<file path="config.mk">
export PLATFORM = sky130hd
export DESIGN_NAME = pipe_stage_buffer
export DESIGN_NICKNAME = d
export VERILOG_FILES = /design/src/rtl/pipe_stage_buffer.sv
export SDC_FILE = /design/constraint.sdc
export NUM_CORES = 1
export LEC_CHECK = 0
export BUFFER_PORTS_ARGS = -buffer_cell sky130_fd_sc_hd__buf_2
export CORE_UTILIZATION = 56
export DETAILED_ROUTE_END_ITERATION = 10
export PLACE_DENSITY = 0.93
export SYNTH_ARGS = -nofsm -noshare
export SYNTH_HDL_FRONTEND = slang
export SYNTH_SLANG_ARGS = --single-unit
</file>
<file path="constraint.sdc">
create_clock -name clock -period 18.3 [get_ports clock]
set_clock_uncertainty 0.05 [all_clocks]
set_input_delay 4.575 -clock clock [delete_from_list [all_inputs] [get_ports clock]]
set_output_delay 4.575 -clock clock [all_outputs]
set_load 0.05 [all_outputs]
</file>
<file path="src/rtl/pipe_stage_buffer.sv">
// -----------------------------------------------------------------------------
// pipe_stage_buffer
//
// Elastic pipeline register placed between two pipeline stages. It holds up to
// DEPTH payload entries (normally one packed stage struct each) in strict FIFO
// order. It uses valid/ready handshaking on both sides, so a downstream stall
// turns into upstream backpressure instead of a hand-wired enable.
//
// DEPTH = 1 behaves as a plain stage register. Because in_ready is registered,
// it moves at most one entry every two cycles. DEPTH >= 2 sustains one entry
// per cycle.
//
// Ports
//   clock      rising-edge clock
//   reset      asynchronous, active-high; clears occupancy and pointers
//   flush      synchronous discard of every held entry (branch/exception squash)
//   in_valid   upstream presents in_data
//   in_ready   buffer can accept; decoded from the occupancy register only,
//              so there is no combinational path from out_ready
//   in_data    upstream payload, WIDTH bits
//   out_valid  out_data holds the oldest entry
//   out_ready  downstream accepts this cycle
//   out_data   oldest entry; forced to zero while out_valid is low
//   count      current occupancy, 0..DEPTH
// -----------------------------------------------------------------------------
module pipe_stage_buffer #(
    parameter int WIDTH = 64,
    parameter int DEPTH = 2,
    localparam int CNT_W = $clog2(DEPTH + 1)
) (
    input  logic             clock,
    input  logic             reset,
    input  logic             flush,
    input  logic             in_valid,
    output logic             in_ready,
    input  logic [WIDTH-1:0] in_data,
    output logic             out_valid,
    input  logic             out_ready,
    output logic [WIDTH-1:0] out_data,
    output logic [CNT_W-1:0] count
);

    // A single-entry buffer still needs a 1-bit pointer so that the port
    // and array widths stay legal. That pointer simply never leaves 0.
    localparam int PTR_W = (DEPTH > 1) ? $clog2(DEPTH) : 1;
    localparam logic [PTR_W-1:0] LAST_PTR = PTR_W'(DEPTH - 1);
    localparam logic [CNT_W-1:0] FULL_CNT = CNT_W'(DEPTH);

    // Payload storage. It is deliberately not reset: stale contents are
    // hidden because out_data is masked whenever the buffer is empty.
    logic [WIDTH-1:0] mem [DEPTH];

    logic [PTR_W-1:0] rd_ptr_reg, rd_ptr_next;
    logic [PTR_W-1:0] wr_ptr_reg, wr_ptr_next;
    logic [CNT_W-1:0] count_reg, count_next;
    logic             push;
    logic             pop;

    // Pointers wrap explicitly at DEPTH-1, so DEPTH need not be a power of two.
    function automatic logic [PTR_W-1:0] ptr_inc(input logic [PTR_W-1:0] ptr);
        return (ptr == LAST_PTR) ? '0 : ptr + 1'b1;
    endfunction

    always_comb begin
        in_ready    = (count_reg < FULL_CNT);
        out_valid   = (count_reg != '0);
        out_data    = out_valid ? mem[rd_ptr_reg] : '0;
        count       = count_reg;

        // Flush has priority: a transfer offered in the same cycle as a
        // squash must neither land nor leave.
        push        = in_valid  & in_ready  & ~flush;
        pop         = out_valid & out_ready & ~flush;

        rd_ptr_next = rd_ptr_reg;
        wr_ptr_next = wr_ptr_reg;
        count_next  = count_reg;

        if (flush) begin
            rd_ptr_next = '0;
            wr_ptr_next = '0;
            count_next  = '0;
        end else begin
            if (push) begin
                wr_ptr_next = ptr_inc(wr_ptr_reg);
            end
            if (pop) begin
                rd_ptr_next = ptr_inc(rd_ptr_reg);
            end
            // A simultaneous push and pop leaves occupancy unchanged.
            case ({push, pop})
                2'b10:   count_next = count_reg + 1'b1;
                2'b01:   count_next = count_reg - 1'b1;
                default: count_next = count_reg;
            endcase
        end
    end

    always_ff @(posedge clock or posedge reset) begin
        if (reset) begin
            rd_ptr_reg <= '0;
            wr_ptr_reg <= '0;
            count_reg  <= '0;
        end else begin
            rd_ptr_reg <= rd_ptr_next;
            wr_ptr_reg <= wr_ptr_next;
            count_reg  <= count_next;
        end
    end

    always_ff @(posedge clock) begin
        if (push) begin
            mem[wr_ptr_reg] <= in_data;
        end
    end

    // Occupancy can never exceed the number of physical entries.
    a_count_range : assert property (
        @(posedge clock) disable iff (reset) count_reg <= FULL_CNT
    ) else $error("pipe_stage_buffer: occupancy above DEPTH");

    // While an offer is stalled, the upstream stage must keep its payload steady.
    a_in_data_hold : assert property (
        @(posedge clock) disable iff (reset)
        (in_valid && !in_ready) |=> (!in_valid || $stable(in_data))
    ) else $warning("pipe_stage_buffer: in_data changed while stalled");

endmodule

</file>
==> impl_results.md, run 1 <==
- Fmax: 0.142 GHz
- Share of cells above drive strength 1: 0.388
- Overflow after GRT: 0
- Pin count of the biggest net entering global routing: 66
- Die area: 9470 sq um
- Syn_nets: 364
- Register share of total power: 0.454
- Worst-case clock buffer depth: 2
- Clock tree sinks: 132
- Final Hold Vio Count: 0
- WP data required: 13680 ps
- Combinational power share: 0.131
- Sw Share: 0.259
- DR WL/cell: 16.2 um
- Psw: 204 uW
- Floorplan core area: 8760 sq um
- Initial core utilization: 0.581
- DP Area: 5830 sq um
- Int Pwr: 582 uW
- Cell taking the most area after synthesis: edfxtp_1
- First-pass GRT wire length: 14300 um
- Endpoint class of the critical path: primary output
- Ys Warns: 0
- Fin Setup TNS: 0 ps
- Area contributors post-synth: edfxtp_1, mux2i_1, nor2_1, dfrtp_1, buf_8
- Reg2reg end: mem[1][35]$_DFFE_PP_
- Outcome: finished, final reports clean
- Setup violations, final: 0
- Post-synthesis cell area: 5090 sq um
- Die height: 97.3 um
- Fin. max-slew vios: 0
- I/O Pins: 137
- Initial antenna violation count: 0
- R2r setup slk: 16430 ps
- Lkg Pwr: 0.00248 uW
- Most common cell in the netlist: edfxtp_1
- Worst Hold Path EP: wr_ptr_reg$_DFFE_PP0P_
- Main flop type after synthesis: edfxtp_1
- Cts bufs inserted: 17
- FFs w/ async S/R, synth: 0.0303
- FF-to-FF Start: count[1]$_DFFE_PP0P_
- Final Cell Area: 6400 sq um
- Diodes inserted: 0
- Post-CTS Hold Buffers: 0
- HP Start: wr_ptr_reg$_DFFE_PP0P_
- CTS tree: done
- Vias in the first global route: 2968
- Synth cell count leaders: edfxtp_1, nor2_1, mux2i_1, buf_2, buf_8
- # DRC: 0
- Post-DP HPWL: 5730 um
- CTS clock-pin slew for the worst setup and hold paths: 60 ps
- Max-cap viol count: 0
- Slew Limit Headroom: 0.231
- Syn Area/Cell: 17.2 sq um
- Port-buffer cells: 136
- Chip width: 97.3 um
- Gr usage total: 0.199
- Clock Power Share: 0.416
- Fin nets: 510
- Critical path cell sequence: mux2i_1 -> nor2_1 -> buf_2
- Via density: 5.17
- CP arrival: 2400 ps
- Crit path launch type: register
- Hold Crit Class: reg -> reg
- Hold Crit Depth: 2
- Register area share after synthesis: 0.775
- Max VDD drop: 0.0942 mV
- Initial DRC count: 79
- Minimum clock period: 7020 ps
- Critical Path Max Stage Delay: 1170 ps
- Clock latency at the later pin of the worst-skew pair: 490 ps
- DR pass1 iterations: 4
- Area Overhead vs Synth: 25.9%
- Via count: 2903
- CP delay by family, top: flip-flops
- Slowest CP cell: dfrtp_4
- Fin crit share: 0.384
- Number of distinct library cells after synthesis: 22
- R2R depth: 3
- Postcts setup bufs: 0
- Post-synth EDFFs: 128
- Rows: 34
- Mapped Cells: 295
- PostCTS Resize Cnt: 0
- Root buffer cell: clkbuf_8
- P per Cell Area: 123 nW/um^2
- Total power: 786 uW
- Routed Antenna Nets: 0
- Register bit total from synthesis: 132
- WL final: 9100 um
- RSZ-0062 raised after global routing: no
- Htree depth: 4
- Max reg flops: 128
- WS Path Type: reg -> out
- Synth top area share: 0.755
- Worst-Margin Slew: 1150 ps
- Routability cong.: 0.707
- CP bufs+invs: 1
- CP Max Fanout: 65
worst reg2reg max path: stages (launching register included):
cell and delay (ps):
dfrtp_1 490, nand2b_4 220, nor3b_2 210, buf_4 510
cell usage in the layout (no fill, tap or decap), types with 3 or more instances in the layout:
cell / synthesis / routed
edfxtp_1: 128 / 128
buf_2: 6 / 136
clkinvlp_4: 0 / 3
buf_4: 1 / 5
dfrtp_1: 4 / 3
nor2_1: 66 / 66
bufinv_16: 0 / 3
clkbuf_16: 0 / 16
clkinv_2: 0 / 3
mux2i_1: 65 / 65
per-stage QoR:
stage / worst slack, ps / cells / hold slack, ps / utilization
floorplan: 8350 / 295 / 469 / -
global placement: 11830 / 530 / 506 / 0.665
detailed placement: 11830 / 530 / 524 / 0.665
CTS: 11280 / 562 / 543 / 0.731
global route: 11180 / 562 / 593 / 0.731
finish: 11280 / 562 / 541 / 0.731
how the worst max path moves through the flow:
stage,cells past startpoint,slack (ps),start,endpoint
finish,3,11280,rd_ptr_reg$_DFFE_PP0P_,out_data[47]
global placement,3,11830,rd_ptr_reg$_DFFE_PP0P_,out_data[47]
detailed placement,3,11830,rd_ptr_reg$_DFFE_PP0P_,out_data[53]
global route,3,11180,rd_ptr_reg$_DFFE_PP0P_,out_data[43]
CTS,3,11280,rd_ptr_reg$_DFFE_PP0P_,out_data[53]
floorplan,2,8350,in_valid,mem[1][0]$_DFFE_PP_
logic make-up (layout without fill, tap and decap cells):
kind of cell	count (synthesis)	count (layout)	share of synthesized area
xor+xnor	2	2	0.00344
buf+inv	17	176	0.0288
flops	132	132	0.775
compound gates	5	5	0.00541
mux	65	65	0.128
simple gates	74	74	0.0595
power by group through the flow:
stage | registers, uW | logic [uW] | clock network (uW)
after global placement | 362 | 101 | 0
after floorplan | 358 | 83.5 | 0
final | 357 | 103 | 327
after detailed placement | 363 | 103 | 0
after global routing | 358 | 109 | 344
after CTS | 357 | 104 | 334
layout make-up:
cell class | count | area [sq um]
Sequential cell | 132 | 3950
Fill cell | 597 | 2360
Multi-Input combinational cell | 146 | 1010
Timing Repair Buffer | 141 | 718
Clock buffer | 19 | 422
Clock inverter | 13 | 158
Tap cell | 108 | 135
Inverter | 3 | 11.3
per-layer routing:
layer | GRT usage | routed length, um
met5 | 0 | 0
met4 | 0.0769 | 94
met3 | 0.0532 | 493
met2 | 0.357 | 4840
met1 | 0.228 | 3680
(Power assumes the default switching activity.)
==> run 2: changes to the inputs <==
Settings changed: CORE_UTILIZATION 56 to 47, PLACE_DENSITY 0.93 to 0.84.
Clock period 18.3 ns to 5.91 ns, I/O delays scaled along.
==> run 2 against run 1 <==
- critical path type unchanged
- register-to-register slack got worse by 13000 ps
- sequential power increased to 3.1 times the previous value
- critical path depth unchanged
- non-clock buffer count decreased by 2
- setup slack got worse by 9300 ps
- hold slack improved by 31 ps
- first-iteration DRC count increased by 67%
- global-route usage decreased by 3.3 points
==> impl_results.md, run 2 (synthesis gave the netlist of run 1 again) <==
- RSZ-0062 raised after global routing: no
- Post-CTS Hold Buffers: 0 (unchanged)
- Leading cell types in the layout, fill and taps excluded: buf_2, edfxtp_1, nor2_1
- Crit path launch type: register
- Fin crit share: 0.658
- Max VDD drop: 0.221 mV (+130%)
- Filler cells: 770 (+29%)
- CP Max Fanout: 65 (unchanged)
- Clock tree sinks: 132 (unchanged)
- # DRC: 0 (unchanged)
- Worst-case clock buffer depth: 2 (unchanged)
- Post-DP HPWL: 5370 um (-6.2%)
- Final Hold Vio Count: 0 (unchanged)
- Max reg flops: 128 (unchanged)
- Rows: 37 (+8.8%)
- Die area: 11200 sq um (+19%)
- Port-buffer cells: 136 (unchanged)
- Fin. max-slew vios: 0 (unchanged)
- Gr usage total: 0.166 (-0.0329)
- Lkg Pwr: 0.00248 uW (about the same)
- P per Cell Area: 379 nW/um^2 (+210%)
- Vias in the first global route: 2925 (-1.4%)
- Critical Path Max Stage Delay: 1170 ps (about the same)
- Hold Crit Class: reg -> reg
- Overflow after GRT: 0 (unchanged)
- Initial antenna violation count: 0 (unchanged)
- Root buffer cell: clkbuf_8
- Psw: 638 uW (+210%)
- Outcome: finished, final reports clean
- Htree depth: 4 (unchanged)
- WS Path Type: reg -> out
- Int Pwr: 1800 uW (+210%)
- Via density: 4.92 (-4.8%)
- Worst-Margin Slew: 1130 ps (-20.2 ps)
- CTS clock-pin slew for the worst setup and hold paths: 60 ps (about the same)
- Final Util: 0.618 (-0.113)
- Area Overhead vs Synth: 26.6%
- Initial core utilization: 0.489 (-0.0921)
- First-pass GRT wire length: 13700 um (-4.2%)
- Routed Antenna Nets: 0 (unchanged)
- Fin nets: 508 (-0.39%)
- Share of cells above drive strength 1: 0.385 (-0.00271)
- Critical path cell sequence: mux2i_1 -> nor2_1 -> buf_2
- Floorplan core area: 10400 sq um (+19%)
- Combinational power share: 0.130 (about the same)
- Endpoint class of the critical path: primary output
- I/O Pins: 137 (unchanged)
- Clock latency at the later pin of the worst-skew pair: 510 ps (+20 ps)
- DR pass1 iterations: 4 (unchanged)
- Initial DRC count: 132 (+67%)
- Pin count of the biggest net entering global routing: 66 (unchanged)
- PostCTS Resize Cnt: 0 (unchanged)
- CP arrival: 2360 ps (-40 ps)
- Sw Share: 0.262 (+0.00219)
- CP bufs+invs: 1 (unchanged)
- Fin Setup TNS: 0 ps (unchanged)
- Cts bufs inserted: 17 (unchanged)
- CTS tree: done
- Register share of total power: 0.453 (about the same)
- Setup violations, final: 0 (unchanged)
- Max-cap viol count: 0 (unchanged)
- Fmax: 0.257 GHz
- Postcts setup bufs: 0 (unchanged)
- WP data required: 4380 ps (-9300 ps)
- WL final: 8980 um (-1.3%)
- DR WL/cell: 15.3 um (-5.7%)
- Clock Power Share: 0.417 (about the same)
- Routability cong.: 0.715 (+1.1%)
- Minimum clock period: 3890 ps
- Hold Crit Depth: 2 (unchanged)
- R2R depth: 3 (unchanged)
- Slew Limit Headroom: 0.244 (+0.0134)
- Diodes inserted: 0 (unchanged)
- Most common cell after layout, fill and taps aside: buf_2
- Chip width: 106 um (+9.0%)
- Via count: 2892 (-0.38%)
- Slowest CP cell: dfrtp_4
- Die height: 106 um (+9.0%)
- Cell depth of the worst setup path: 3 (unchanged)
- CP delay by family, top: flip-flops
[run 2: final timing paths]
kind                                        start                     end  slack (ps)
min in group asynchronous                   reset  wr_ptr_reg$_DFFE_PP0P_         790
min reg2reg                wr_ptr_reg$_DFFE_PP0P_  wr_ptr_reg$_DFFE_PP0P_         570
max reg2reg                  count[1]$_DFFE_PP0P_     mem[1][2]$_DFFE_PP_        3850
max in group asynchronous                   reset  rd_ptr_reg$_DFFE_PP0P_        4850
max                        rd_ptr_reg$_DFFE_PP0P_             out_data[9]        2020
min                        wr_ptr_reg$_DFFE_PP0P_  wr_ptr_reg$_DFFE_PP0P_         570
[run 2: cell type report]
cell class / count / area, sq um / share of cell area
clock inverter: 13 / 160 / 0.0249
timing repair buffer: 139 / 703 / 0.109
tap: 136 / 170 / 0.0264
inverter: 3 / 11.3 / 0.00175
multi-input combinational: 146 / 1030 / 0.159
clock buffer: 19 / 422 / 0.0655
sequential: 132 / 3950 / 0.613
[run 2: worst min-delay path: cells and delay by family, from the launching register on]
kind | cells | cell delay [ps]
and+or+nand+nor | 1 | 80
DFF | 1 | 420
xor gates and xnor gates | 1 | 90
[run 2: stage by stage]
stage	setup WS, ps	cells	instance area (sq um)	hold slack [ps]	total power [uW]
6_report	2020	588	6440	572	2440
5_1_grt	1860	588	6440	598	2520
4_1_cts	1960	588	6440	581	2470
3_5_place_dp	2540	556	5860	567	1440
3_3_place_gp	2550	556	5860	547	1440
2_1_floorplan	1330	295	5100	485	1360
[run 2: routing by layer]
layer  vias to the layer above  GRT usage  share of wire
met1                      1402      0.169           0.39
li1                       1381          -              -
met4                         0     0.0883          0.016
met3                        16     0.0521          0.055
met2                        93      0.304           0.54
met5                         -          0              0
[run 2: power groups by stage]
stage	clock, uW	combinational (uW)	sequential, uW
after detailed placement	0	320	1120
after global placement	0	314	1120
after floorplan	0	259	1110
after global routing	1070	335	1110
after CTS	1040	321	1110
final	1020	317	1100
==> run 3: changes to the inputs <==
Clock period 5.91 ns to 3.3 ns, I/O delays scaled along.
==> run 3 against run 2 <==
- register-to-register slack got worse by 2300 ps
- largest power group unchanged
- clock power increased by 51%
- die area unchanged
- critical endpoint is now out_data[39]
- combinational power increased by 88%
- via count increased by 0.35%
- setup slack got worse by 1800 ps
- largest cell class unchanged
==> impl_results.md, run 3 (synthesis gave the netlist of run 1 again) <==
- Outcome: finished, final reports clean
- Routed Antenna Nets: 0 (unchanged)
- Clock tree sinks: 132 (unchanged)
- Minimum clock period: 3060 ps
- WL final: 8940 um (-0.48%)
- Leading cell types in the layout, fill and taps excluded: buf_2, edfxtp_1, nor2_1
- # DRC: 0 (unchanged)
- Via density: 4.89 (-0.50%)
- CTS clock-pin slew for the worst setup and hold paths: 60 ps (about the same)
- PostCTS Resize Cnt: 0 (unchanged)
- Filler cells: 789 (+2.5%)
- P per Cell Area: 639 nW/um^2 (+69%)
- Post-route setup slack: 243 ps (-1780 ps)
- Max-cap viol count: 0 (unchanged)
- CP Max Fanout: 34 (-48%)
- Lkg Pwr: 0.00247 uW (-0.56%)
- CTS tree: done
- Reg2reg end: mem[1][6]$_DFFE_PP_
- First-pass GRT wire length: 13700 um (+0.20%)
- Vias in the first global route: 2955 (+1.0%)
- Diodes inserted: 0 (unchanged)
- Hold Crit Class: in -> async
- Chip width: 106 um (unchanged)
- Storage cell area: 3950 sq um (unchanged)
- Fin. max-slew vios: 0 (unchanged)
- Final Hold Vio Count: 0 (unchanged)
- WS Path Type: reg -> out
- R2r setup slk: 1530 ps (-2320 ps)
- Worst-case clock buffer depth: 2 (unchanged)
- I/O Pins: 137 (unchanged)
- Die height: 106 um (unchanged)
- Pin count of the biggest net entering global routing: 50 (-24%)
- Met2 WL post-DR: 4690 um (-2.7%)
- FF-to-FF Start: count[1]$_DFFE_PP0P_
- Die area: 11200 sq um (unchanged)
- Overflow after GRT: 0 (unchanged)
- Routability cong.: 0.729 (+2.0%)
- Fin Setup TNS: 0 ps (unchanged)
- Multi-input logic area: 1030 sq um (unchanged)
- Setup WS pre-CTS: 751 ps (-1790 ps)
- Via count: 2902 (+0.35%)
- Initial core utilization: 0.489 (unchanged)
- Initial DRC count: 157 (+19%)
- Cts bufs inserted: 17 (unchanged)
- Highest metal used: met4
- Post-DP HPWL: 5770 um (+7.4%)
- Worst-Margin Slew: 621 ps (-513 ps)
- DR WL/cell: 15.1 um (-1.3%)
- Postcts setup bufs: 0 (unchanged)
- Max reg flops: 128 (unchanged)
- Slew Limit Headroom: 0.586 (+0.342)
- R2R depth: 3 (unchanged)
- Clock latency at the later pin of the worst-skew pair: 500 ps (about the same)
- Htree depth: 4 (unchanged)
- Root buffer cell: clkbuf_8
- DR pass1 iterations: 4 (unchanged)
- RSZ-0062 raised after global routing: no
- Port-buffer cells: 136 (unchanged)
- Met1 wire length: 3560 um (+1.1%)
- Rows: 37 (unchanged)
- Fin nets: 513 (+0.98%)
- Fin crit share: 0.926
- Crit path launch type: register
- Initial antenna violation count: 0 (unchanged)
- Post-CTS Hold Buffers: 0 (unchanged)
- Floorplan core area: 10400 sq um (unchanged)
- Most common cell after layout, fill and taps aside: buf_2
- WP data required: 2420 ps (-1960 ps)
- Fmax: 0.327 GHz
- Share of cells above drive strength 1: 0.383 (-0.00202)
- CP arrival: 2180 ps (-180 ps)
- Endpoint class of the critical path: primary output
- Setup violations, final: 0 (unchanged)
- Area Overhead vs Synth: 26.0%
- Gr usage total: 0.166 (-0.000678)
- Max VDD drop: 0.388 mV (+76%)
- Met3 routed WL: 562 um (+13%)
## run 3: per-layer routing
layer | up-vias | track usage
li1 | 1391 | -
met2 | 108 | 0.296
met1 | 1392 | 0.178
met3 | 11 | 0.0558
met5 | - | 0
met4 | 0 | 0.0724
## run 3: area by class of cell
class	count	area share
sequential	132	0.616
multi-input combinational	146	0.160
timing repair buffer	144	0.119
clock buffer	20	0.0663
tap	136	0.0265
clock inverter	12	0.0103
inverter	3	0.00176
## run 3: critical path, cell delays in order, from the launching register on
cell and delay, ps:
dfrtp_4 830, buf_4 330, mux2i_1 240, nor2_1 60
buf_2 210
## run 3: stage by stage
stage	utilization	hold WS, ps	cells	area [sq um]	total power [uW]
final	0.616	146	593	6410	4100
after global routing	0.616	149	593	6410	4240
after CTS	0.616	124	593	6410	4140
after detailed placement	0.568	576	561	5920	2600
after global placement	0.568	549	561	5920	2580
after floorplan	-	529	295	5110	2440
## run 3: worst max path at each step
stage / startpoint / to / slack (ps) / cells after the start
2_1_floorplan: in_valid / mem[1][0]$_DFFE_PP_ / 250 / 2
3_3_place_gp: rd_ptr_reg$_DFFE_PP0P_ / out_data[33] / 820 / 4
3_5_place_dp: rd_ptr_reg$_DFFE_PP0P_ / out_data[41] / 750 / 4
4_1_cts: rd_ptr_reg$_DFFE_PP0P_ / out_data[41] / 200 / 4
5_1_grt: rd_ptr_reg$_DFFE_PP0P_ / out_data[39] / 120 / 4
6_report: rd_ptr_reg$_DFFE_PP0P_ / out_data[39] / 240 / 4
## run 3: power breakdown
part / total, uW / switching (uW) / internal, uW
registers: 1960 / 40.3 / 1920
clock network: 1540 / 637 / 904
logic: 597 / 428 / 168
total: 4100 / 1110 / 2990
